<file path="src/rtl/drum_mul_arbiter_if.sv">
// drum_mul_arbiter_if: requester/response bus of the shared DRUM multiplier arbiter.
// DRUM_ARB_EXACT_EN adds the per-requester req_exact select.
interface drum_mul_arbiter_if #(
   parameter int N_IN    = 16,
   parameter int M_IN    = 16,
   parameter int NUM_REQ = 4
);
   localparam int ID_W = $clog2(NUM_REQ);
   logic [NUM_REQ-1:0]      req_valid;
   logic [NUM_REQ-1:0]      req_ready;
   logic [NUM_REQ*N_IN-1:0] req_a;
   logic [NUM_REQ*M_IN-1:0] req_b;
`ifdef DRUM_ARB_EXACT_EN
   logic [NUM_REQ-1:0]      req_exact;
`endif
   logic                    rsp_valid;
   logic                    rsp_ready;
   logic [ID_W-1:0]         rsp_id;
   logic [N_IN+M_IN-1:0]    rsp_r;
   logic                    busy;

   modport master (
`ifdef DRUM_ARB_EXACT_EN
      output req_exact,
`endif
      output req_valid, req_a, req_b, rsp_ready,
      input  req_ready, rsp_valid, rsp_id, rsp_r, busy
   );

   modport slave (
`ifdef DRUM_ARB_EXACT_EN
      input  req_exact,
`endif
      input  req_valid, req_a, req_b, rsp_ready,
      output req_ready, rsp_valid, rsp_id, rsp_r, busy
   );
endinterface

</file>
<file path="src/rtl/drum_mul_arbiter.sv">
// drum_mul_arbiter: round-robin arbiter sharing one two-stage DRUM approximate multiplier.
// Define DRUM_ARB_EXACT_EN to add req_exact, selecting the exact product per operation.
module drum_mul_arbiter #(
   parameter int K_IN    = 6,
   parameter int N_IN    = 16,
   parameter int M_IN    = 16,
   parameter int NUM_REQ = 4
) (
   input logic clk,
   input logic rst,
   drum_mul_arbiter_if.slave bus
);
   localparam int ID_W = $clog2(NUM_REQ);
   localparam int W    = N_IN > M_IN ? N_IN : M_IN;
   localparam int SH_W = $clog2(W);
   localparam int P_W  = N_IN + M_IN;
   localparam logic [SH_W-1:0] KM1 = SH_W'(K_IN - 1);

   logic [ID_W-1:0]    prio, win, s1_id, s2_id;
   logic [ID_W:0]      idx;
   logic               found, s1_v, s2_v, s2_free, s1_take, hs;
   logic [NUM_REQ-1:0] ready;
   logic [N_IN-1:0]    sel_a, s1_a;
   logic [M_IN-1:0]    sel_b, s1_b;
   logic [P_W-1:0]     drum_p, prod, s2_r;
`ifdef DRUM_ARB_EXACT_EN
   logic               sel_x, s1_x;
`endif

   function automatic logic [SH_W-1:0] lead_one(input logic [W-1:0] x);
      lead_one = '0;
      for (int i = 0; i < W; i++)
         if (x[i]) lead_one = SH_W'(i);
   endfunction

   function automatic logic [SH_W-1:0] drum_sh(input logic [W-1:0] x);
      logic [SH_W-1:0] k;
      k = lead_one(x);
      return k > KM1 ? k - KM1 : '0;
   endfunction

   // Shifting the leading one down to bit K_IN-1 keeps the next K_IN-2 bits; bit 0 is forced high.
   function automatic logic [K_IN-1:0] drum_val(input logic [W-1:0] x);
      logic [W-1:0] t;
      t = x >> drum_sh(x);
      return {t[K_IN-1:1], t[0] | (lead_one(x) > KM1)};
   endfunction

   always_comb begin
      win   = '0;
      found = 1'b0;
      idx   = '0;
      for (int o = NUM_REQ - 1; o >= 0; o--) begin
         idx = {1'b0, prio} + (ID_W+1)'(o);
         idx = idx >= (ID_W+1)'(NUM_REQ) ? idx - (ID_W+1)'(NUM_REQ) : idx;
         if (bus.req_valid[idx[ID_W-1:0]]) begin
            win   = idx[ID_W-1:0];
            found = 1'b1;
         end
      end
      sel_a = '0;
      sel_b = '0;
`ifdef DRUM_ARB_EXACT_EN
      sel_x = 1'b0;
`endif
      for (int i = 0; i < NUM_REQ; i++)
         if (win == ID_W'(i)) begin
            sel_a = bus.req_a[i*N_IN +: N_IN];
            sel_b = bus.req_b[i*M_IN +: M_IN];
`ifdef DRUM_ARB_EXACT_EN
            sel_x = bus.req_exact[i];
`endif
         end
      s2_free = !s2_v || bus.rsp_ready;
      s1_take = !rst && (!s1_v || s2_free);
      ready   = (found && s1_take) ? NUM_REQ'(1) << win : '0;
      hs      = |(ready & bus.req_valid);
   end

   always_comb begin
      drum_p = (P_W'(drum_val(W'(s1_a))) * P_W'(drum_val(W'(s1_b))))
               << ({1'b0, drum_sh(W'(s1_a))} + {1'b0, drum_sh(W'(s1_b))});
`ifdef DRUM_ARB_EXACT_EN
      prod = s1_x ? P_W'(s1_a) * P_W'(s1_b) : drum_p;
`else
      prod = drum_p;
`endif
   end

   always_ff @(posedge clk) begin
      if (rst) begin
         prio  <= '0;
         s1_v  <= 1'b0;
         s2_v  <= 1'b0;
         s2_r  <= '0;
         s2_id <= '0;
      end else begin
         if (hs) prio <= (win == ID_W'(NUM_REQ - 1)) ? '0 : win + 1'b1;
         if (s2_free) begin
            s2_v <= s1_v;
            if (s1_v) begin
               s2_r  <= prod;
               s2_id <= s1_id;
            end
         end
         if (s1_take) s1_v <= hs;
         if (hs) begin
            s1_a  <= sel_a;
            s1_b  <= sel_b;
            s1_id <= win;
`ifdef DRUM_ARB_EXACT_EN
            s1_x  <= sel_x;
`endif
         end
      end
   end

   assign bus.req_ready = ready;
   assign bus.rsp_valid = s2_v;
   assign bus.rsp_r     = s2_r;
   assign bus.rsp_id    = s2_id;
   assign bus.busy      = s1_v | s2_v;
endmodule

</file>
<file path="src/flat_wrapper.sv">
// flat-port wrapper written by rule: the top's interface ports become plain ports
module drum_mul_arbiter_flat 
#(
   parameter int K_IN    = 6,
   parameter int N_IN    = 16,
   parameter int M_IN    = 16,
   parameter int NUM_REQ = 4
)
  (clk, rst, bus_req_valid, bus_req_a, bus_req_b, bus_rsp_ready, bus_req_ready, bus_rsp_valid, bus_rsp_id, bus_rsp_r, bus_busy);
  drum_mul_arbiter_if #(.N_IN(N_IN), .M_IN(M_IN), .NUM_REQ(NUM_REQ)) bus_i ();
  input logic clk;
  input logic rst;
  input wire logic [$bits(bus_i.req_valid)-1:0] bus_req_valid;
  input wire logic [$bits(bus_i.req_a)-1:0] bus_req_a;
  input wire logic [$bits(bus_i.req_b)-1:0] bus_req_b;
  input wire logic [$bits(bus_i.rsp_ready)-1:0] bus_rsp_ready;
  output wire logic [$bits(bus_i.req_ready)-1:0] bus_req_ready;
  output wire logic [$bits(bus_i.rsp_valid)-1:0] bus_rsp_valid;
  output wire logic [$bits(bus_i.rsp_id)-1:0] bus_rsp_id;
  output wire logic [$bits(bus_i.rsp_r)-1:0] bus_rsp_r;
  output wire logic [$bits(bus_i.busy)-1:0] bus_busy;
  assign bus_i.req_valid = bus_req_valid;
  assign bus_i.req_a = bus_req_a;
  assign bus_i.req_b = bus_req_b;
  assign bus_i.rsp_ready = bus_rsp_ready;
  assign bus_req_ready = bus_i.req_ready;
  assign bus_rsp_valid = bus_i.rsp_valid;
  assign bus_rsp_id = bus_i.rsp_id;
  assign bus_rsp_r = bus_i.rsp_r;
  assign bus_busy = bus_i.busy;
  drum_mul_arbiter #(.K_IN(K_IN), .N_IN(N_IN), .M_IN(M_IN), .NUM_REQ(NUM_REQ)) u_core (.clk(clk), .rst(rst), .bus(bus_i));
endmodule
</file>
<file path="config.mk">
export PLATFORM = sky130hd
export DESIGN_NAME = drum_mul_arbiter_flat
export DESIGN_NICKNAME = d
export VERILOG_FILES = /design/src/rtl/drum_mul_arbiter_if.sv /design/src/rtl/drum_mul_arbiter.sv /design/src/flat_wrapper.sv
export SDC_FILE = /design/constraint.sdc
export NUM_CORES = 1
export LEC_CHECK = 0
export CORE_UTILIZATION = 55
export DETAILED_ROUTE_END_ITERATION = 12
export PLACE_DENSITY = 0.95
export SKIP_LAST_GASP = 1
export SYNTH_ARGS = -nofsm -noshare
export SYNTH_HDL_FRONTEND = slang
export SYNTH_SLANG_ARGS = --single-unit
</file>
<file path="constraint.sdc">
create_clock -name clk -period 19.9 [get_ports clk]
set_input_delay 1.99 -clock clk [delete_from_list [all_inputs] [get_ports clk]]
set_output_delay 1.99 -clock clk [all_outputs]
set_load 0.01 [all_outputs]
</file>
Yosys cells after proc, flatten, opt, wreduce, memory -nomap -nowiden
Index checks and enable logic that the tools add are counted.
Storage, ports and cells
  flip-flop bits (word level): 72
  input port bits: 135
Cells by class
  $add $sub $neg: 11
  $mul: 1
  order comparisons: 10
  equal/unequal tests: 3
  shifts and indexed selects: 4
  multiplexer cells: 62
  bitwise gates (word level): 5
  reductions and logical operators: 11
Operators with widths (number)
  $mux 16: 8
  $mux 4: 19
  $shl 12x5->32: 1
  $shr 16x4->6: 2
  $mux 2: 13
  $mux 3: 8
  $lt 2x3->1 const B: 4
  $mul 6x6->12: 1
  $mux 1: 10
  $ge 3x3->1 const B: 3
  $bmux 1 s2: 4
  $gt 4x3->1 const B: 2
  $sub 2x1->2 const B: 4
  $sub 4x3->4 const B: 2
  $add 2x2->3 const B: 2
  $add 4x4->5: 1
  $and 4x4->4: 1
  $eq 2x2->1 const B: 2
  $reduce_and 2->1: 2
  $reduce_or 4->1: 1
  $shl 1x2->4 const A: 1
  $add 2x1->3 const B: 1
  $ge 2x3->1 const B: 1
  $logic_not 1->1: 3
  7 further kinds: 11

Logic depth before layout (Yosys ltp)
Gate-level depths: netlist of run 1.
  depth in word-level cells: 21
  gate-level depth with buffers: 33
  mapped depth without buffers: 32

Least setup slack after synthesis of run 1
No wires, ideal clock.
  path type: reg2reg
  start: register u_core.s1_a[2]
  end: register u_core.s2_r[20] (netlist: u_core.bus.rsp_r[20])
  setup time: 0.132 ns
  arrival: 7.123 ns
  required time: 19.768 ns
  path slack: 12.645 ns
  cell stages (with the launch flop): 32
  period minus slack after synthesis: 7.255 ns
  cell sequence: edfxtp_1 > nand2b_1 > a221oi_1 > o21ai_1 > nor2_1 > nor2_1 > o21ai_0 > inv_1 > ha_1 > or4_1 > nor4_1 > a31oi_1 > inv_2 > nor2_1 > a221oi_2 > o31ai_2 > o32a_2 > and2_1 > fa_1 > fa_1 > inv_1 > fa_1 > inv_1 > ha_1 > and2_4 > a221o_1 > or3_1 > a31oi_1 > o21ai_0 > mux2_2 > a221oi_1 > nor3_1
On the way
  cells in the longest elaborated chain, start to end: 20
  elaborated cells on any way between the ends: 22
RTL lines
  start, declared: line drum_mul_arbiter.sv:23  | logic [N_IN-1:0] sel_a, s1_a;
  start signal, assigned: line drum_mul_arbiter.sv:108  | s1_a <= sel_a;
  $mux 2 (2 in series): line drum_mul_arbiter.sv:33  | if (x[i]) lead_one = SH_W'(i);
  $mux 3 (4 in series): line drum_mul_arbiter.sv:33
  $mux 4 (8 in series): line drum_mul_arbiter.sv:33
  $sub 4x3->4 or $gt 4x3->1 (tied branches): line drum_mul_arbiter.sv:39, drum_mul_arbiter.sv:46
  $mux 4: line drum_mul_arbiter.sv:39  | return k > KM1 ? k - KM1 : '0;
  $shr 16x4->6: line drum_mul_arbiter.sv:45  | t = x >> drum_sh(x);
  $or 1x1->1: line drum_mul_arbiter.sv:46  | return {t[K_IN-1:1], t[0] | (lead_one(x) > KM1)};
  $mul 6x6->12: line drum_mul_arbiter.sv:81  | drum_p = (P_W'(drum_val(W'(s1_a))) * P_W'(drum_val(W'(s1_b))))
  $shl 12x5->32 *: line drum_mul_arbiter.sv:81
  end signal, assigned: line drum_mul_arbiter.sv:102  | s2_r <= prod;
  end, declared: line drum_mul_arbiter.sv:25  | logic [P_W-1:0] drum_p, prod, s2_r;
Mark *: on every way between the ends. The rest lies on a longest branch, timed or not.
A chain may end at the register's enable or synchronous reset.

Final worst setup path of run 1
  start: register u_core.s1_b[6]
  end: register u_core.s2_r[20] (netlist: u_core.bus.rsp_r[20])
On the way
  cells in the longest elaborated chain, start to end: 16
  elaborated cells on any way between the ends: 18
RTL lines
  start, declared: line drum_mul_arbiter.sv:24  | logic [M_IN-1:0] sel_b, s1_b;
  start signal, assigned: line drum_mul_arbiter.sv:109  | s1_b <= sel_b;
  $mux 3 (2 in series): line drum_mul_arbiter.sv:33
  $mux 4 (8 in series): line drum_mul_arbiter.sv:33
  $sub 4x3->4 or $gt 4x3->1 (tied branches): line drum_mul_arbiter.sv:39, drum_mul_arbiter.sv:46
  $mux 4: line drum_mul_arbiter.sv:39
  $shr 16x4->6: line drum_mul_arbiter.sv:45
  $or 1x1->1: line drum_mul_arbiter.sv:46
  $mul 6x6->12: line drum_mul_arbiter.sv:81
  $shl 12x5->32 *: line drum_mul_arbiter.sv:81
Marks and branches as above.

==> results.json, run 1 <==
{
  "routed_wl_mm": 21.4,
  "grt_max_degree": 67,
  "fillers": 949,
  "slowest_delay_ns": 0.54,
  "syn_nets": 1103,
  "netlist_area_sq_um": 7140,
  "hold_path.class": "reg -> reg",
  "clockBufferDepth": 2,
  "ys_top_cells_by_area": "edfxtp_1 (14%), dfxtp_1 (11%), nor2_1 (5.8%)",
  "yosysWarningCount": 0,
  "cts_sinks": 72,
  "status": "completed",
  "initial_core_util_pct": 56.6,
  "routedWlPerCell_um": 17.3,
  "finalSetupViolCount": 0,
  "reg2reg_slack_ns": 11.69,
  "post_cts_buffers": 0,
  "synth.most_common_cell": "nor2_1",
  "clk_latency_ns": 0.34,
  "cts_resized": 0,
  "gp_congestion": 0.954,
  "ant_nets": 0,
  "synth_top_area_share_pct": 14.3,
  "synth_compound_area_share_pct": 30.2,
  "grt_pass1_wl_mm": 33.9,
  "finalMaxSlewViolations": 0,
  "slew_headroom_pct": 25.6,
  "syn_inst": 918,
  "synth_flop_cell": "dfxtp_1",
  "numCtsBuffers": 9,
  "die_x_um": 116,
  "io_pins": 175,
  "nets": 1240,
  "crit_arrival_ns": 8.43,
  "synth_edf_count": 34,
  "path_delay_family": "compound AO/OA/AOI/OAI gates",
  "dp_hpwl_mm": 16.6,
  "rows": 41,
  "vias": 7716,
  "fmax_ghz": 0.122,
  "critPathSlowestCell": "fa_1",
  "yosys.area_share.simple_pct": 22.5,
  "overflow": 0,
  "synth_seq_cells": 72,
  "fin_crit_ns": 8.21,
  "tns_ns": 0,
  "diodes": 0,
  "hold_viol": 0,
  "cts.reportedPaths.clkPinSlew_ns": 0.06,
  "fin_worst_skew_ns": 0.0108,
  "critPathRequiredTime_ns": 20.12,
  "end_kind": "flip-flop",
  "grt_pass1_vias": 7082,
  "tritoncts": "built",
  "drc_errors": 0,
  "viasPerCell": 6.26,
  "path_class": "reg -> reg",
  "dieHeight_um": 116,
  "tightest_slew_ns": 1.12,
  "synth_mux_area_share_pct": 4.97,
  "coreArea_sq_um": 12600,
  "clockRootBuffer": "clkbuf_16",
  "postCtsHoldBufs": 0,
  "netlist_top_cells_count": "nor2_1 (111), nand2_1 (103), o21ai_0 (72)",
  "synth.avg_cell_area_sq_um": 7.78,
  "io_buffers": 174,
  "yosysTopAreaCell": "edfxtp_1",
  "path_buf_inv": 3,
  "htreeDepth": 3,
  "drtIter0Drc": 1040,
  "ys_types": 86,
  "synthArstFlopShare_pct": 0,
  "start_kind": "flip-flop",
  "synth_top_family_by_area": "compound AO/OA/AOI/OAI gates",
  "min_period_over_period_pct": 41.3,
  "drive_above_1_share_pct": 6.42,
  "dieArea_sq_um": 13400,
  "antenna_found_initial": 0,
  "cap_violations": 0,
  "rsz0062_at_grt": "false",
  "synthXorXnorAreaFrac_pct": 0.858,
  "dr.pass1.iters": 6,
  "syn_to_final_growth_pct": 29.7,
  "ys_seq_area_share_pct": 24.9,
  "crit_path_max_fanout": 11,
  "synth_fa_ha_area_share_pct": 10.6,
  "track_usage_pct": 31.9
}
==> metal layers <==
layer	vias up	part of all wire (%)	global-route usage (%)
met1	3577	39	38.3
met2	410	50	56.3
li1	3666	-	-
met5	-	0	0
met3	63	7.4	5.96
met4	0	3.3	12.6
==> tightest hold or removal path, delay by kind of cell, from the launching register on <==
family          cells  cell delay, ns
flops               1            0.33
compound gates      1            0.05
simple gates        1            0.05
==> cell usage in the layout (no fill, tap or decap), drive strengths merged, types with 9 or more instances in the layout <==
cell             n
and2            16
nor4            11
fa              18
a31oi           11
a21o            10
edfxtp          34
nand2          104
mux2i           22
clkbuf          12
a221oi           9
a22oi           47
nand2b           9
inv             47
nor2           111
ha              32
o21ai           79
nor3            25
o211ai          14
a211oi          12
nand3           13
dfxtp           38
nor2b           14
clkdlybuf4s50  174
a21oi           66
==> cell type report <==
type	instances	area (sq um)	area share, %
Multi-Input combinational cell	741	4950	53.4
Inverter	49	184	1.99
Clock inverter	4	56.3	0.608
Timing Repair Buffer	182	1800	19.4
Tap cell	172	215	2.32
Sequential cell	72	1780	19.2
Clock buffer	12	279	3.01
==> logic make-up (layout without fill, tap and decap cells) <==
| family | Yosys count | after routing |
|---|---|---|
| AO/OA/AOI/OAI | 315 | 315 |
| flip-flops | 72 | 72 |
| multiplexers | 32 | 32 |
| AND/OR/NAND/NOR | 337 | 337 |
| buffers and inverters | 105 | 247 |
| XOR/XNOR | 7 | 7 |
| adder cells (fa/ha/maj) | 50 | 50 |
==> metrics by stage <==
stage / setup slack (ns) / utilization [%] / cell area (sq um) / instances / hold WS (ns)
2_1_floorplan: 12.65 / - / 7140 / 918 / 0.471
3_3_place_gp: 12.11 / 70.8 / 8930 / 1216 / 0.440
3_5_place_dp: 11.96 / 70.8 / 8930 / 1216 / 0.442
4_1_cts: 11.81 / 73.4 / 9270 / 1232 / 0.456
5_1_grt: 11.24 / 73.4 / 9270 / 1232 / 0.474
6_report: 11.69 / 73.4 / 9270 / 1232 / 0.456
==> sequential cells by signal, indices dropped and copies added (netlist names) <==
name / cells
u_core.bus.rsp_id: 2
u_core.bus.rsp_r: 32
u_core.prio: 2
u_core.s1_a: 16
u_core.bus.rsp_valid: 1
u_core.s1_b: 16
u_core.s1_id: 2
u_core.s1_v: 1
==> final timing paths <==
path | from | to | depth (start not counted)
setup reg to reg | u_core.s1_b[6] | u_core.bus.rsp_r[20] | 27
setup / recovery | u_core.s1_b[6] | u_core.bus.rsp_r[20] | 27
hold / removal | u_core.bus.rsp_r[12] | u_core.bus.rsp_r[12] | 2
hold reg to reg | u_core.bus.rsp_r[12] | u_core.bus.rsp_r[12] | 2
Power of run 1 is not shown: default switching activity piles up to over one toggle a cycle in this logic, so the estimate is an artifact.
==> inputs of run 2 (changes only) <==
--- a/config.mk
+++ b/config.mk
@@ -5,9 +5,9 @@
 export SDC_FILE = /design/constraint.sdc
 export NUM_CORES = 1
 export LEC_CHECK = 0
-export CORE_UTILIZATION = 55
+export CORE_UTILIZATION = 51
 export DETAILED_ROUTE_END_ITERATION = 12
-export PLACE_DENSITY = 0.95
+export PLACE_DENSITY = 0.92
 export SKIP_LAST_GASP = 1
 export SYNTH_ARGS = -nofsm -noshare
 export SYNTH_HDL_FRONTEND = slang
==> constraint.sdc (replaced) <==
create_clock -name clk -period 8.24 [get_ports clk]
set_input_delay 0.824 -clock clk [delete_from_list [all_inputs] [get_ports clk]]
set_output_delay 0.824 -clock clk [all_outputs]
set_load 0.01 [all_outputs]
==> results.json, run 2 (synthesized netlist as in run 1, its figures left out) <==
{
  "status": "completed",
  "reg2reg_from": "u_core.s1_b[5]",
  "track_usage_pct": 30.0,
  "grt_max_degree": 67,
  "antenna_found_initial": 1,
  "dieArea_sq_um": 14500,
  "grt_pass1_wl_mm": 35.0,
  "path_delay_family": "compound AO/OA/AOI/OAI gates",
  "fmax_ghz": 0.126,
  "drtIter0Drc": 961,
  "initial_core_util_pct": 53.1,
  "path_buf_inv": 2,
  "ant_nets": 0,
  "htreeDepth": 3,
  "finalMaxSlewViolations": 0,
  "cts.reportedPaths.clkPinSlew_ns": 0.06,
  "min_period_over_period_pct": 96.5,
  "final_cell_mix": "clkdlybuf4s50_1 (174), nor2_1 (110), nand2_1 (103), o21ai_0 (71), a21oi_1 (63)",
  "start_kind": "flip-flop",
  "dpl_cell_area_sq_um": 8980,
  "rows": 42,
  "slowest_delay_ns": 0.55,
  "die_x_um": 120,
  "path_common_cell": "nor3_1",
  "drc_errors": 0,
  "cts_sinks": 72,
  "hold_viol": 0,
  "clk_latency_ns": 0.35,
  "dr.pass1.iters": 7,
  "crit_path_max_fanout": 8,
  "io_buffers": 174,
  "tns_ns": 0,
  "io_pins": 175,
  "overflow": 0,
  "viasPerCell": 6.21,
  "finalSetupViolCount": 0,
  "clockRootBuffer": "clkbuf_16",
  "largest_reg_flops": 32,
  "grt_pass1_vias": 7305,
  "routedWlPerCell_um": 17.4,
  "fin_worst_skew_ns": 0.00673,
  "end_kind": "flip-flop",
  "crit_arrival_ns": 8.17,
  "tightest_slew_ns": 1.21,
  "gp_congestion": 0.952,
  "cap_violations": 0,
  "coreArea_sq_um": 13500,
  "hold_path.class": "reg -> reg",
  "dieHeight_um": 120,
  "worstHoldStart": "u_core.bus.rsp_r[2]",
  "routed_wl_mm": 21.8,
  "dp_hpwl_mm": 16.6,
  "startpoint": "u_core.s1_b[5]",
  "tritoncts": "built",
  "vias": 7761,
  "numCtsBuffers": 9,
  "layout_commonest_cell": "clkdlybuf4s50_1",
  "clockBufferDepth": 2,
  "drive_above_1_share_pct": 8.48,
  "critPathRequiredTime_ns": 8.46,
  "nets": 1253,
  "fin_crit_ns": 7.95,
  "slew_headroom_pct": 18.7,
  "fin_area_sq_um": 9420,
  "syn_to_final_growth_pct": 31.9,
  "hold_slack_ns": 0.459,
  "postCtsHoldBufs": 0,
  "path_class": "reg -> reg",
  "critPathSlowestCell": "fa_1"
}
==> run 2: layout make-up <==
type,count,area [sq um]
clock inverter,6,72.6
fill,1061,4030
antenna,1,2.50
sequential,72,1780
tap,176,220
inverter,49,184
clock buffer,10,250
multi-input combinational,741,5010
timing repair buffer,195,1900
==> run 2: per-layer routing <==
metal	global-route usage, %	vias up	wire length, um	share of wire (%)
met2	52.0	443	10800	50
met5	0	-	0	0
li1	-	3699	-	-
met1	36.1	3542	8520	39
met4	14.6	0	892	4.1
met3	4.86	77	1580	7.3
==> run 2: stage by stage <==
| step | std cells | util (%) | setup slack, ns |
|---|---|---|---|
| 3_5_place_dp | 1226 | 66.8 | 0.358 |
| 5_1_grt | 1250 | 70.0 | -0.0147 |
| 2_1_floorplan | 918 | - | 0.985 |
| 4_1_cts | 1242 | 69.1 | 0.286 |
| 6_report | 1250 | 70.0 | 0.292 |
| 3_3_place_gp | 1226 | 66.8 | 0.581 |
==> run 2: final timing paths <==
path                          endpoint  slack (ns)  cells past startpoint
setup / recovery  u_core.bus.rsp_r[20]        0.29                     28
hold / removal     u_core.bus.rsp_r[2]        0.46                      2
hold reg to reg    u_core.bus.rsp_r[2]        0.46                      2
setup reg to reg  u_core.bus.rsp_r[20]        0.29                     28
==> run 2: timing repair <==
action	in CTS	in global routing
gates resized for setup	0	12
setup endpoints to repair	0	21
buffers inserted	0	7
==> run 2: worst reg2reg max path, delay by kind of cell (launching register included) <==
family / cells / cell delay, ns
adder cells (fa/ha/maj): 5 / 2.28
flip-flops: 1 / 0.50
buffers and inverters: 2 / 0.09
AND/OR/NAND/NOR: 10 / 1.73
AO/OA/AOI/OAI: 9 / 2.56
multiplexers: 2 / 0.69
Power of run 2 is left out for the same reason.
==> inputs of run 3 (changes only) <==
--- a/config.mk
+++ b/config.mk
@@ -5,6 +5,7 @@
 export SDC_FILE = /design/constraint.sdc
 export NUM_CORES = 1
 export LEC_CHECK = 0
+export CAP_MARGIN = 20
 export CORE_UTILIZATION = 51
 export DETAILED_ROUTE_END_ITERATION = 12
 export PLACE_DENSITY = 0.92
==> results.json, run 3 (synthesized netlist as in run 1, its figures left out) <==
{
  "dp_hpwl_mm": 16.6,
  "tightest_slew_ns": 0.954,
  "htreeDepth": 3,
  "fin_worst_skew_ns": 0.00582,
  "critPathRequiredTime_ns": 8.46,
  "numCtsBuffers": 9,
  "drtIter0Drc": 990,
  "reg2reg_from": "u_core.s1_b[5]",
  "grt_max_degree": 67,
  "dp_cells": 1226,
  "start_kind": "flip-flop",
  "cts_sinks": 72,
  "layout_commonest_cell": "clkdlybuf4s50_1",
  "crit_arrival_ns": 8.16,
  "slowest_delay_ns": 0.55,
  "io_pins": 175,
  "syn_to_final_growth_pct": 32.3,
  "cap_violations": 0,
  "grt_pass1_vias": 7305,
  "clockRootBuffer": "clkbuf_16",
  "min_period_over_period_pct": 96.4,
  "coreArea_sq_um": 13500,
  "drc_errors": 0,
  "finalMaxSlewViolations": 0,
  "postCtsHoldBufs": 0,
  "startpoint": "u_core.s1_b[5]",
  "track_usage_pct": 30.0,
  "ant_nets": 0,
  "critPathSlowestCell": "fa_1",
  "gp_congestion": 0.952,
  "nets": 1255,
  "hold_viol": 0,
  "viasPerCell": 6.23,
  "r2r-end": "u_core.bus.rsp_r[20]",
  "clk_latency_ns": 0.34,
  "routedWlPerCell_um": 17.5,
  "fin_crit_ns": 7.95,
  "tns_ns": 0,
  "dieHeight_um": 120,
  "io_buffers": 174,
  "drive_above_1_share_pct": 8.65,
  "antenna_found_initial": 1,
  "fmax_ghz": 0.126,
  "clockBufferDepth": 2,
  "worstSetupEndpoint": "u_core.bus.rsp_r[20]",
  "reg2reg_slack_ns": 0.29,
  "routed_wl_mm": 21.9,
  "slew_headroom_pct": 36.2,
  "finalSetupViolCount": 0,
  "largest_reg_flops": 32,
  "cts.reportedPaths.clkPinSlew_ns": 0.06,
  "initial_core_util_pct": 53.1,
  "dieArea_sq_um": 14500,
  "overflow": 0,
  "fin_cells": 1252,
  "die_x_um": 120,
  "final_util_pct": 70.3,
  "vias": 7794,
  "grt_pass1_wl_mm": 35.0,
  "tritoncts": "built",
  "end_kind": "flip-flop",
  "hold_path.class": "reg -> reg",
  "final_cell_mix": "clkdlybuf4s50_1 (174), nor2_1 (110), nand2_1 (103), o21ai_0 (71), a21oi_1 (63)",
  "rows": 42,
  "crit_path_max_fanout": 8,
  "path_class": "reg -> reg",
  "reg2regPathDepth": 28,
  "path_common_cell": "nor3_1",
  "dr.pass1.iters": 6,
  "status": "completed"
}
## run 3: cell types whose count changed in the layout (fill, tap and decap cells not counted), sizes merged
cell  previous run  this run
buf             21        23
## run 3: cell type report
class,count,area (sq um)
multi-input cells,741,5010
fillers,1058,4000
repair buffers,197,1930
flip-flops and latches,72,1780
clock buffers,10,250
well taps,176,220
inverters,49,184
clock inverters,6,72.6
diodes,1,2.50
## run 3: repair_timing
action	4_1_cts	5_1_grt
endpoints found under the setup margin	0	21
gates resized for setup	0	12
setup buffers	0	7
## run 3: how the worst min path moves through the flow
stage | start | end | slack (ns) | cells after the start
after floorplan | u_core.s1_id[0] | u_core.bus.rsp_id[0] | 0.47 | 2
after global placement | u_core.bus.rsp_r[15] | u_core.bus.rsp_r[15] | 0.44 | 2
after detailed placement | u_core.bus.rsp_r[15] | u_core.bus.rsp_r[15] | 0.44 | 2
after CTS | u_core.bus.rsp_r[15] | u_core.bus.rsp_r[15] | 0.46 | 2
after global routing | u_core.bus.rsp_id[0] | u_core.bus.rsp_id[0] | 0.48 | 2
final | u_core.bus.rsp_r[15] | u_core.bus.rsp_r[15] | 0.46 | 2
## run 3: metrics by stage
stage	setup WS (ns)	cell area [sq um]	hold slack, ns
global route	-0.0147	9450	0.485
detailed placement	0.358	8980	0.443
global placement	0.581	8980	0.440
floorplan	0.985	7140	0.471
CTS	0.286	9300	0.458
finish	0.295	9450	0.457
## run 3: critical path: cells and delay by family, from the launching register on
| family | cells | cell delay, ns |
|---|---|---|
| AND/OR/NAND/NOR | 10 | 1.70 |
| multiplexers | 2 | 0.69 |
| flip-flops | 1 | 0.50 |
| buffers and inverters | 2 | 0.09 |
| AO/OA/AOI/OAI | 9 | 2.54 |
| adder cells (fa/ha/maj) | 5 | 2.28 |
## run 3: layer usage
metal  track usage [%]  vias to the layer above  wire [um]
met5                 0                        -          0
met1              36.1                     3557       8510
li1                  -                     3702          -
met2              52.0                      457      10900
met3              4.86                       78       1660
met4              14.6                        0        896
Power of run 3 is left out for the same reason.
